<file path="src/rtl/mips_store_pkg.sv">
// Shared types for the MIPS store drain: field widths, FSM states
// and the FIFO entry layout.
package mips_store_pkg;

    localparam int ADDR_W = 5;
    localparam int DATA_W = 32;

    typedef enum logic [1:0] {
        ST_RUN     = 2'd0,
        ST_DRAIN   = 2'd1,
        ST_FLUSHED = 2'd2
    } state_t;

    typedef struct packed {
        logic [ADDR_W-1:0] addr;
        logic [DATA_W-1:0] data;
    } entry_t;

endpackage

</file>
<file path="src/rtl/mips_store_drain_if.sv">
// Valid/ready store stream from the drain buffer to its consumer.
interface mips_store_drain_if;
    import mips_store_pkg::*;

    logic              M_VALID;
    logic              M_READY;
    logic [ADDR_W-1:0] M_ADDR;
    logic [DATA_W-1:0] M_DATA;

    modport master (
        output M_VALID,
        output M_ADDR,
        output M_DATA,
        input  M_READY
    );

    modport slave (
        input  M_VALID,
        input  M_ADDR,
        input  M_DATA,
        output M_READY
    );

endinterface

</file>
<file path="src/rtl/mips_store_fifo.sv">
// Store FIFO with extended pointers; the extra MSB tells full from
// empty so wrap-around needs no special handling.
module mips_store_fifo
    import mips_store_pkg::*;
#(
    parameter int DEPTH = 8
) (
    input  logic   clk,
    input  logic   rst_n,
    input  logic   push,
    input  logic   pop,
    input  entry_t wr_entry,
    output logic   full,
    output logic   empty,
    output entry_t head
);

    localparam int AW = $clog2(DEPTH);
    localparam int PW = AW + 1;

    logic [PW-1:0] wr_ptr;
    logic [PW-1:0] rd_ptr;
    entry_t        mem [DEPTH];

    always_ff @(posedge clk or negedge rst_n) begin
        if (!rst_n) begin
            wr_ptr <= '0;
            rd_ptr <= '0;
        end else begin
            if (push) wr_ptr <= wr_ptr + 1'b1;
            if (pop)  rd_ptr <= rd_ptr + 1'b1;
        end
    end

    always_ff @(posedge clk) begin
        if (push) mem[wr_ptr[AW-1:0]] <= wr_entry;
    end

    assign empty = (wr_ptr == rd_ptr);
    assign full  = (wr_ptr[AW] != rd_ptr[AW]) &&
                   (wr_ptr[AW-1:0] == rd_ptr[AW-1:0]);

    // Head reads as zero when empty so reset leaves the bus quiet.
    assign head = empty ? '0 : mem[rd_ptr[AW-1:0]];

endmodule

</file>
<file path="src/rtl/mips_store_drain.sv">
// Buffers the core's store pulses into a back-pressurable stream and
// reports FLUSHED once DONE is seen and every store has left.
module mips_store_drain
    import mips_store_pkg::*;
#(
    parameter int DEPTH = 8
) (
    input  logic                CK,
    input  logic                RESETN,
    input  logic                IN_VALID,
    input  logic [ADDR_W-1:0]   IN_ADDR,
    input  logic [DATA_W-1:0]   IN_DATA,
    input  logic                IN_DONE,
    mips_store_drain_if.master  m,
    output logic [15:0]         STORE_COUNT,
    output logic [DATA_W-1:0]   CHECKSUM,
    output logic                OVERFLOW,
    output logic                FLUSHED
);

    state_t state;
    state_t state_nx;
    logic   full;
    logic   empty;
    logic   pop;
    logic   push;
    logic   drop;
    logic   live;
    entry_t head;
    entry_t wr_entry;

    assign live     = (state != ST_FLUSHED);
    assign pop      = !empty && m.M_READY;
    assign push     = IN_VALID && live && (!full || pop);
    assign drop     = IN_VALID && live && full && !pop;
    assign wr_entry = '{addr: IN_ADDR, data: IN_DATA};

    mips_store_fifo #(
        .DEPTH (DEPTH)
    ) u_fifo (
        .clk      (CK),
        .rst_n    (RESETN),
        .push     (push),
        .pop      (pop),
        .wr_entry (wr_entry),
        .full     (full),
        .empty    (empty),
        .head     (head)
    );

    assign m.M_VALID = !empty;
    assign m.M_ADDR  = head.addr;
    assign m.M_DATA  = head.data;
    assign FLUSHED   = (state == ST_FLUSHED);

    always_ff @(posedge CK or negedge RESETN) begin
        if (!RESETN) state <= ST_RUN;
        else         state <= state_nx;
    end

    always_comb begin
        state_nx = state;
        unique case (1'b1)
            (state == ST_RUN):   if (IN_DONE) state_nx = ST_DRAIN;
            (state == ST_DRAIN): if (empty && !push) state_nx = ST_FLUSHED;
            default:             state_nx = state;
        endcase
    end

    always_ff @(posedge CK or negedge RESETN) begin
        if (!RESETN) begin
            STORE_COUNT <= '0;
            CHECKSUM    <= '0;
            OVERFLOW    <= 1'b0;
        end else begin
            if (push) begin
                if (STORE_COUNT != 16'hFFFF) STORE_COUNT <= STORE_COUNT + 16'd1;
                CHECKSUM <= CHECKSUM + IN_DATA;
            end
            if (drop) OVERFLOW <= 1'b1;
        end
    end

endmodule

</file>
<file path="src/flat_wrapper.sv">
// flat-port wrapper written by rule: the top's interface ports become plain ports
module mips_store_drain_flat import mips_store_pkg::*;
#(
    parameter int DEPTH = 8
)
  (CK, RESETN, IN_VALID, IN_ADDR, IN_DATA, IN_DONE, STORE_COUNT, CHECKSUM, OVERFLOW, FLUSHED, m_M_VALID, m_M_ADDR, m_M_DATA, m_M_READY);
  mips_store_drain_if m_i ();
  input  logic CK;
  input  logic RESETN;
  input  logic IN_VALID;
  input  logic [ADDR_W-1:0] IN_ADDR;
  input  logic [DATA_W-1:0] IN_DATA;
  input  logic IN_DONE;
  output logic [15:0] STORE_COUNT;
  output logic [DATA_W-1:0] CHECKSUM;
  output logic OVERFLOW;
  output logic FLUSHED;
  output wire logic [$bits(m_i.M_VALID)-1:0] m_M_VALID;
  output wire logic [$bits(m_i.M_ADDR)-1:0] m_M_ADDR;
  output wire logic [$bits(m_i.M_DATA)-1:0] m_M_DATA;
  input wire logic [$bits(m_i.M_READY)-1:0] m_M_READY;
  assign m_M_VALID = m_i.M_VALID;
  assign m_M_ADDR = m_i.M_ADDR;
  assign m_M_DATA = m_i.M_DATA;
  assign m_i.M_READY = m_M_READY;
  mips_store_drain #(.DEPTH(DEPTH)) u_core (.CK(CK), .RESETN(RESETN), .IN_VALID(IN_VALID), .IN_ADDR(IN_ADDR), .IN_DATA(IN_DATA), .IN_DONE(IN_DONE), .m(m_i), .STORE_COUNT(STORE_COUNT), .CHECKSUM(CHECKSUM), .OVERFLOW(OVERFLOW), .FLUSHED(FLUSHED));
endmodule
</file>
<file path="config.mk">
export PLATFORM = sky130hd
export DESIGN_NAME = mips_store_drain_flat
export DESIGN_NICKNAME = d
export VERILOG_FILES = /design/src/rtl/mips_store_pkg.sv /design/src/rtl/mips_store_drain_if.sv /design/src/rtl/mips_store_fifo.sv /design/src/rtl/mips_store_drain.sv /design/src/flat_wrapper.sv
export SDC_FILE = /design/constraint.sdc
export NUM_CORES = 1
export LEC_CHECK = 0
export ABC_AREA = 1
export BUFFER_PORTS_ARGS = -buffer_cell sky130_fd_sc_hd__buf_4
export CORE_UTILIZATION = 54
export CTS_CLUSTER_SIZE = 14
export DETAILED_ROUTE_END_ITERATION = 10
export PLACE_DENSITY_LB_ADDON = 0.15
export SLEW_MARGIN = 20
export SYNTH_ARGS = -nofsm -noshare
export SYNTH_HDL_FRONTEND = slang
export SYNTH_SLANG_ARGS = --single-unit
export TNS_END_PERCENT = 10
</file>
<file path="constraint.sdc">
create_clock -name CK -period 3.4 [get_ports CK]
set_clock_uncertainty 0.15 [all_clocks]
set_input_delay 0.34 -clock CK [delete_from_list [all_inputs] [get_ports CK]]
set_output_delay 0.34 -clock CK [all_outputs]
set_load 0.01 [all_outputs]
</file>
==> flow_summary_export.csv, run 1 <==
group,metric,value,unit
drt,via_per_inst,5.553,
timing,fmax,0.3112,GHz
die,dieArea,31070,um2
drt,num_vias,12360,
synthesis,ys_seq_area_frac,0.6321,
drt,drt_pre_antenna_iters,5,
synthesis,synth-xor-area-share,0.01969,
synthesis,synth_area,16400,um2
drt,ant_nets,0,
cts,clkLatencyLatePin,0.53,ns
layout,nNetsFinal,1885,
setup_path,end_kind,"output pin",
drt,met1Wirelength,17710,um
grt,antenna_found_initial,0,
synthesis,synth_area_per_cell,9.987,um2
timing,rsz0062_at_grt,"no",
timing,hold_viol,0,
synthesis,synth_top_area_frac,0.5420,
grt,grt_max_degree,81,
cts,ctsHtreeMaxLevel,2,
drt,drc_errors,0,
timing,holdWs,0.1859,ns
outcome,outcome,"complete, no violations",
placed_design,dp_hpwl,25630,um
drt,routed-wl-met2,19520,um
power,power,12.71,mW
synthesis,synthDistinctLibCells,32,
timing,fin_crit_sh,0.9452,
placed_design,portBuffers,129,
power,comb_power_share,0.312,
power,pwr-share-seq,0.381,
die,dieWidth,176.3,um
synthesis,yosysWarningCount,0,
die,rows,63,
synthesis,synth_area_leaders,"edfxtp_1 (54%), dfrtp_1 (9.0%), nand2_1 (7.8%)",
layout,utilization,0.6535,
power,power.density,652.9,nW/um2
grt,gr-total-overflow,0,
drt,highest_layer,"met4",
cts,clkSlewWorstSetupHoldPaths,0.06,ns
cts,cts_sinks,355,
layout,final_common_cell,"nand2_1",
cts,cts-root-buf,"clkbuf_16",
placed_design,gp_congestion,0.8952,
die,die_h,176.3,um
synthesis,synth_top_family_by_area,"simple AND/OR/NAND/NOR gates",
power,clkPwrFrac,0.308,
die,initial_utilization,0.5503,
cts,cts_tree,"done",
synthesis,synth-seq-cells,355,
setup_path,critical_path_class,"flop to output pin",
timing,slew_headroom,0.4391,
setup_path,worstSetupStartpointType,"flop",
timing,setup_violations,0,
hold_path,hold_class,"primary input to flop",
setup_path,worst_ep_required_time,2.91,ns
cts,cts_buffers,38,
power,p_leak,7.947,nW
drt,totalWireLength,40650,um
setup_path,crit_arrival,2.72,ns
cts,cts_buffer_depth,3,
layout,most-common-layout-cells,"nand2_1 (342), edfxtp_1 (296), nor2_1 (265), o21ai_0 (206), buf_4 (151)",
die,core_area,29800,um2
synthesis,synthAdderAreaFrac,0.02716,
synthesis,synth.area.mux_share,0,
timing,min_period,3.214,ns
setup_path,crit_fanout,64,
layout,layout-drive-gt1-share,0.1237,
timing,setup_tns,0,ns
grt,grt_pass1_wl,62940,um
synthesis,yosysTopAreaCell,"edfxtp_1",
timing,tightest_slew,0.8413,ns
timing,final_max_slew_viol_count,0,
power,p_int,8.499,mW
synthesis,netlist_instances,1642,
drt,dr_wl_met3,2486,um
power,p_sw_frac,0.3314,
placed_design,post-place-ws,0.6691,ns
power,peakVddDrop,0.0006024,V
layout,syn2layout_area_growth,18.74,%
synthesis,synth_compound_area_frac,0.1012,
grt,grtUsageTotal,0.2658,
layout,antenna_cells,0,
timing,fin_ws,0.1862,ns
power,p_switching,4.213,mW
synthesis,synth.net_count,1719,
die,io_pins,130,
drt,wl_per_cell,18.27,um
grt,first_global_vias,11790,
drt,drtIter0Drc,1035,
job,max-cap-violations,0,
synthesis,synth-simple-area-share,0.1693,
[synthesized netlist by cell type (all sizes together)]
| library cell | n |
|---|---|
| nand2 | 342 |
| edfxtp | 296 |
| nor2 | 273 |
| o21ai | 207 |
| inv | 139 |
| o22ai | 74 |
| dfrtp | 59 |
| nand3 | 54 |
| clkbuf | 52 |
| ha | 34 |
| xnor2 | 26 |
| a21oi | 21 |
| buf | 19 |
| nor3 | 13 |
| xor2 | 10 |
| nand3b | 7 |
| nand4 | 7 |
| o21bai | 4 |
| nor4 | 2 |
| a21o | 1 |
| a31oi | 1 |
| fa | 1 |
[layer usage]
layer  vias up  GRT usage
met1      5947     0.3646
li1       5935          -
met3        64    0.03338
met2       409     0.4431
met4         0    0.08225
met5         -          0
[final timing paths]
| kind | from | endpoint | slack, ns | cells past startpoint |
|---|---|---|---|---|
| min in group asynchronous | RESETN | u_core.STORE_COUNT[13] | 0.34 | 2 |
| min reg2reg | u_core.u_fifo.wr_ptr[3] | u_core.u_fifo.wr_ptr[3] | 0.35 | 1 |
| min | IN_VALID | u_core.OVERFLOW | 0.19 | 3 |
| max in group asynchronous | RESETN | u_core.u_fifo.rd_ptr[0] | 2.10 | 2 |
| max reg2reg | u_core.u_fifo.rd_ptr[0] | u_core.u_fifo.mem[6][9] | 0.68 | 7 |
| max | u_core.u_fifo.rd_ptr[0] | m_M_DATA[17] | 0.19 | 6 |
[registers in the layout, summed over array words and instances (netlist names)]
| name | count |
|---|---|
| u_core.state | 2 |
| u_core.u_fifo.mem | 296 |
| u_core.CHECKSUM | 32 |
| u_core.STORE_COUNT | 16 |
| u_core.u_fifo.rd_ptr | 4 |
| u_core.OVERFLOW | 1 |
| u_core.u_fifo.wr_ptr | 4 |
[worst max-delay path, stage by stage, from the launching register on]
cell     delay, ns
dfrtp_4       0.70
buf_4         0.60
o21ai_0       0.21
o22ai_1       0.17
o21ai_0       0.11
nor2_1        0.22
buf_4         0.16
[final cells by class]
class / instances / area (um2)
clock buffers: 49 / 1013
multi-input cells: 1077 / 5259
flip-flops and latches: 355 / 10370
repair buffers: 197 / 1654
inverters: 139 / 525.5
fillers: 2425 / 10320
well taps: 390 / 488.0
clock inverters: 18 / 161.4
[power groups by stage]
stage | Sequential, mW | Clock, mW | Combinational [mW]
after floorplan | 4.85 | 0 | 2.38
after global placement | 4.92 | 0 | 3.87
after detailed placement | 4.93 | 0 | 3.94
after CTS | 4.84 | 3.96 | 3.99
after global routing | 4.84 | 4.14 | 4.38
final | 4.84 | 3.91 | 3.96
[logic make-up (layout without fill, tap and decap cells)]
kind of cell    count (synthesis)  count (layout)
compound gates                308             308
simple gates                  698             698
buf+inv                       210             403
flops                         355             355
fa+ha+maj                      35              35
xor+xnor                       36              36
[stage by stage]
stage | cell area [um2] | instances
final | 19470 | 2225
after global routing | 19470 | 2225
after CTS | 19470 | 2225
after detailed placement | 17900 | 2118
after global placement | 17900 | 2118
after floorplan | 16400 | 1642
[timing repair]
| item | in CTS | in global routing |
|---|---|---|
| setup buffers | 0 | 0 |
| hold endpoints to repair | 357 | 0 |
| hold buffers | 40 | 0 |
| resized for setup | 0 | 0 |
Note: power is estimated with default switching activity, not from simulation.
==> run 2, diff against run 1 <==
- ABC_AREA: 1 -> default
==> run 2 against run 1 <==
Effect of this change:
- maximum frequency is 7.1% higher
- design area is 4.7% lower
- sequential power is 26% higher
==> flow_summary_export.csv, run 2 <==
group,metric,value,unit
timing,setup_tns,0,ns
synthesis,synthDistinctLibCells,55,
timing,fin_crit_sh,0.8822,
synthesis,synth_most_common_cell,"edfxtp_1",
hold_path,holdPathEnd,"u_core.state[0]",
die,dieWidth,170.9,um
placed_design,dp_hpwl,20570,um
setup_path,end_kind,"output pin",
synthesis,yosysWarningCount,0,
placed_design,placed_cells,1447,
power,power.density,928.4,nW/um2
timing,tightest_slew,0.8915,ns
die,rows,61,
drt,totalWireLength,33900,um
drt,via_per_inst,5.813,
synthesis,synth_area,15410,um2
cts,postCtsSetupBuffers,0,
hold_path,hold_class,"primary input to flop",
cts,cts_sinks,355,
synthesis,synth-seq-cells,355,
setup_path,worstSetupStartpointType,"flop",
placed_design,portBuffers,129,
synthesis,synth_area_leaders,"edfxtp_1 (58%), mux4_2 (11%), dfrtp_1 (9.6%)",
grt,grtUsageTotal,0.2414,
setup_path,cp.depth,6,
die,dieArea,29210,um2
hold_path,hold_path_depth,3,
timing,setup_violations,0,
hold_path,hold_start,"IN_DONE",
grt,antenna_found_initial,0,
placed_design,gp_congestion,0.9218,
setup_path,r2r-start,"u_core.CHECKSUM[0]",
setup_path,crit_fanout,17,
cts,clkSlewWorstSetupHoldPaths,0.06,ns
synthesis,synth_area_per_cell,15.95,um2
synthesis,ys_seq_area_frac,0.6727,
timing,fmax,0.3334,GHz
job,max-cap-violations,0,
synthesis,synth-async-reset-ratio,0.1662,
synthesis,netlist_instances,966,
cts,ctsHtreeMaxLevel,2,
setup_path,worstReg2RegEnd,"u_core.CHECKSUM[30]",
synthesis,synth_top_area_frac,0.5769,
layout,most-common-layout-cells,"edfxtp_1 (296), buf_4 (146), nand2_1 (77), mux4_2 (74), nor2_1 (59)",
setup_path,critical_path_class,"flop to output pin",
cts,clkLatencyLatePin,0.51,ns
synthesis,synth-edff-count,296,
layout,nNetsFinal,1225,
drt,drc_errors,0,
layout,final_common_cell,"edfxtp_1",
setup_path,critPathBufInv,3,
layout,fillers,1976,
setup_path,crit_arrival,2.51,ns
power,peakVddDrop,0.0006554,V
setup_path,critPathSlowestCell,"dfrtp_1",
drt,num_vias,9016,
setup_path,cp_slowest_stage_delay,0.63,ns
layout,syn2layout_area_growth,20.44,%
layout,antenna_cells,0,
setup_path,cpMostUsedCell,"buf_4",
timing,min_period,2.999,ns
cts,cts_tree,"done",
cts,cts_buffers,38,
synthesis,synthTopCellsByCount,"edfxtp_1 (296), nand2_1 (77), mux4_2 (74)",
drt,wl_per_cell,21.86,um
setup_path,r2r_cells,9,
layout,multi_input_area,4890,um2
layout,utilization,0.6643,
timing,slew_headroom,0.4057,
synthesis,synthFlopType,"edfxtp_1",
setup_path,worst_ep_required_time,2.91,ns
grt,grt_pass1_wl,52360,um
cts,cts_buffer_depth,3,
setup_path,crit_family,"flip-flops",
synthesis,yosysTopAreaCell,"edfxtp_1",
layout,layoutNonFillerInstCount,1551,
setup_path,reg2reg_slack,0.63,ns
timing,rsz0062_at_grt,"no",
setup_path,cp_cell_sequence,"xnor2_1, nand3_2, nor2b_4, buf_4, inv_1, buf_4",
timing,final_max_slew_viol_count,0,
timing,holdWs,0.01695,ns
grt,gr-total-overflow,0,
cts,cts-root-buf,"clkbuf_16",
layout,largest_register_ffs,296,
drt,drtIter0Drc,804,
layout,layout-drive-gt1-share,0.2566,
timing,hold_viol,0,
grt,grt_max_degree,78,
drt,ant_nets,0,
grt,first_global_vias,8940,
die,io_pins,130,
outcome,outcome,"complete, no violations",
layout,seq_area,10370,um2
die,die_h,170.9,um
die,core_area,27930,um2
drt,drt_pre_antenna_iters,5,
power,p_leak,6.799,nW
synthesis,synth.net_count,1043,
die,initial_utilization,0.5516,
run 2: metal layers:
metal,wire length [um],GRT usage,part of all wire,vias to the layer above
met2,16110,0.3807,0.48,264
met5,0,0,0,-
met3,1720,0.04025,0.051,39
li1,-,-,-,4128
met1,15570,0.3545,0.46,4585
met4,497,0.05668,0.015,0
run 2: repair_timing:
action | in CTS | in global routing
hold endpoints to repair | 356 | 0
hold buffers | 39 | 0
resized for setup | 0 | 0
run 2: power by group:
part | leakage (nW) | switching (mW) | total [mW] | internal (mW)
Sequential | 3.41 | 0.470 | 6.08 | 5.61
Combinational | 2.80 | 3.93 | 7.20 | 3.27
Clock | 0.588 | 1.58 | 3.95 | 2.37
Total | 6.80 | 5.98 | 17.2 | 11.2
run 2: logic make-up (layout without fill, tap and decap cells):
logic type / after synthesis / after routing / share of synthesized area
AO/OA/AOI/OAI: 147 / 147 / 0.05969
XOR/XNOR: 48 / 48 / 0.02728
adder cells (fa/ha/maj): 35 / 35 / 0.02891
buffers and inverters: 58 / 265 / 0.01519
flip-flops: 355 / 355 / 0.6727
multiplexers: 114 / 114 / 0.1343
AND/OR/NAND/NOR: 209 / 209 / 0.06196
run 2: worst max-delay path by stage:
stage,start,to
after detailed placement,IN_DATA[0],u_core.CHECKSUM[30]
after floorplan,u_core.u_fifo.wr_ptr[0],u_core.u_fifo.mem[6][0]
after CTS,u_core.u_fifo.rd_ptr[0],m_M_DATA[19]
final,u_core.u_fifo.wr_ptr[0],m_M_VALID
after global routing,u_core.u_fifo.rd_ptr[0],m_M_DATA[19]
after global placement,IN_DATA[0],u_core.CHECKSUM[30]
run 2: final cells by class:
class                           instances  area share
Clock inverter                         18    0.009169
Tap cell                              378     0.02549
Timing Repair Buffer                  190     0.08549
Multi-Input combinational cell        553      0.2635
Sequential cell                       355      0.5590
Inverter                               10    0.002023
Clock buffer                           47     0.05535
run 2: metrics by stage:
stage               setup slack, ns  cell area, um2  power (mW)
detailed placement           0.5991           16970       13.37
finish                       0.4006           18560       17.23
CTS                          0.3258           18560       17.37
global route                 0.2033           18560       18.23
floorplan                    -1.273           15430       10.64
global placement             0.6356           16970       13.29
run 2: worst register-to-register path, stage by stage (launching register included):
cell	delay [ns]
dfrtp_1	0.36
ha_1	0.22
fa_1	0.23
a21oi_1	0.10
o21ai_1	0.33
nand3_1	0.24
a2111oi_4	0.48
o2111ai_1	0.18
or3_1	0.33
nand3_1	0.08
==> run 3, diff against run 2 <==
- RECOVER_POWER: default -> 50
==> run 3 against run 2 <==
Effect of this change:
- the run now ends with max-capacitance violations, max-slew violations left
- first-iteration DRC count down 13%
- register-to-register slack better by 0.02 ns
- maximum frequency down 2.8%
- critical path depth up 5
- non-clock buffer count is the same
- via count rose by 0.99%
- largest power group unchanged
- sequential share of layout area is 0.94 points higher
- worst hold slack lost 0.0022 ns
==> flow_summary_export.csv, run 3 (synthesis gave the netlist of run 2 again) <==
group,metric,value,unit
placed_design,gp_congestion,0.9218,
setup_path,worst_ep_required_time,3.69,ns
timing,final_max_slew_viol_count,60,
drt,via_per_inst,5.870,
placed_design,portBuffers,129,
layout,most-common-layout-cells,"edfxtp_1 (296), clkbuf_1 (88), nand2_1 (77), mux4_2 (74), buf_4 (64)",
cts,cts_sinks,355,
die,core_area,27930,um2
die,io_pins,130,
timing,holdWs,0.01470,ns
drt,met1Wirelength,15330,um
die,die_h,170.9,um
drt,drc_errors,0,
drt,num_vias,9105,
outcome,outcome,"finished with violations",
drt,highest_layer,"met4",
grt,grt_pass1_wl,52360,um
power,p_leak,6.494,nW
setup_path,crit_fanout,9,
power,power.density,933.6,nW/um2
power,power,17.04,mW
timing,rsz0062_at_grt,"no",
layout,fillers,2051,
timing,fmax,0.3241,GHz
drt,routed-wl-met2,16200,um
setup_path,critical_path_class,"primary input to flop",
job,max-cap-violations,1,
die,dieWidth,170.9,um
layout,layoutNonFillerInstCount,1551,
setup_path,reg2reg_slack,0.65,ns
cts,cts_tree,"done",
timing,fin_ws,0.3143,ns
drt,dr_wl_met3,1809,um
layout,final_common_cell,"edfxtp_1",
layout,largest_register_ffs,296,
hold_path,hold_class,"primary input to flop",
die,initial_utilization,0.5516,
cts,clkSlewWorstSetupHoldPaths,0.06,ns
grt,gr-total-overflow,0,
layout,syn2layout_area_growth,18.45,%
timing,slew_headroom,-0.06754,
cts,cts-root-buf,"clkbuf_16",
layout,nNetsFinal,1225,
setup_path,worstSetupStartpointType,"primary input",
drt,drtIter0Drc,701,
placed_design,placed_cells,1447,
die,rows,61,
grt,first_global_vias,8940,
power,peakVddDrop,0.0006524,V
cts,cts_buffer_depth,3,
drt,drt_pre_antenna_iters,5,
drt,ant_nets,0,
cts,cts_buffers,38,
outcome,violations,"max-capacitance violations, max-slew violations",
cts,clkLatencyLatePin,0.51,ns
timing,hold_viol,0,
grt,grtUsageTotal,0.2414,
die,dieArea,29210,um2
grt,grt_max_degree,78,
timing,tightest_slew,1.601,ns
timing,setup_violations,0,
setup_path,crit_arrival,3.38,ns
cts,ctsHtreeMaxLevel,2,
timing,min_period,3.086,ns
timing,setup_tns,0,ns
drt,wl_per_cell,21.81,um
placed_design,dp_hpwl,20570,um
layout,antenna_cells,0,
placed_design,post-place-ws,0.5991,ns
grt,antenna_found_initial,0,
timing,fin_crit_sh,0.9076,
drt,totalWireLength,33830,um
setup_path,end_kind,"flop",
layout,layout-drive-gt1-share,0.1876,
## run 3: cell count changes in the layout (fill, tap and decap cells not counted), sizes merged
cell,change
buf,-82
clkbuf,+82
## run 3: metal layers
layer	global-route usage	up-vias
met2	0.3807	262
met4	0.05668	0
met5	0	-
li1	-	4124
met3	0.04025	40
met1	0.3545	4679
## run 3: timing repair
item / in CTS / in global routing
resized for setup: 0 / 0
hold endpoints to repair: 356 / 0
buffers inserted: 0 / 0
hold buffers: 39 / 0
setup endpoints to repair: 0 / 0
## run 3: worst paths after layout
| check | cells after the start | from | endpoint |
|---|---|---|---|
| worst max-delay path | 11 | IN_DATA[0] | u_core.CHECKSUM[30] |
| worst min-delay path | 3 | IN_DONE | u_core.state[0] |
| worst max register to register | 9 | u_core.CHECKSUM[0] | u_core.CHECKSUM[30] |
| worst min register to register | 1 | u_core.OVERFLOW | u_core.OVERFLOW |
| max in group asynchronous | 2 | RESETN | u_core.u_fifo.rd_ptr[0] |
| min in group asynchronous | 2 | RESETN | u_core.STORE_COUNT[14] |
## run 3: area by class of cell
cell class	instances	area [um2]	share of cell area
clock inverters	18	170.2	0.009323
well taps	378	473.0	0.02591
inverters	10	37.54	0.002057
clock buffers	47	1027	0.05628
repair buffers	190	1280	0.07013
flip-flops and latches	355	10370	0.5684
multi-input cells	553	4890	0.2679
## run 3: critical path, cell delays in order
cell,delay [ns]
dlygate4sd3_1,0.52
clkbuf_1,0.29
ha_1,0.28
fa_1,0.23
a21oi_1,0.10
o21ai_1,0.33
nand3_1,0.23
a2111oi_4,0.46
o2111ai_1,0.17
or3_1,0.34
nand3_1,0.08
## run 3: through the flow
stage,utilization,area [um2]
4_1_cts,0.6643,18560
2_1_floorplan,-,15430
6_report,0.6534,18250
5_1_grt,0.6534,18250
3_3_place_gp,0.6075,16970
3_5_place_dp,0.6075,16970
## run 3: power breakdown
| part | internal (mW) | switching, mW | leakage, nW |
|---|---|---|---|
| Combinational | 3.08 | 3.93 | 2.50 |
| Clock | 2.37 | 1.59 | 0.588 |
| Sequential | 5.61 | 0.467 | 3.41 |
| Total | 11.1 | 5.98 | 6.49 |
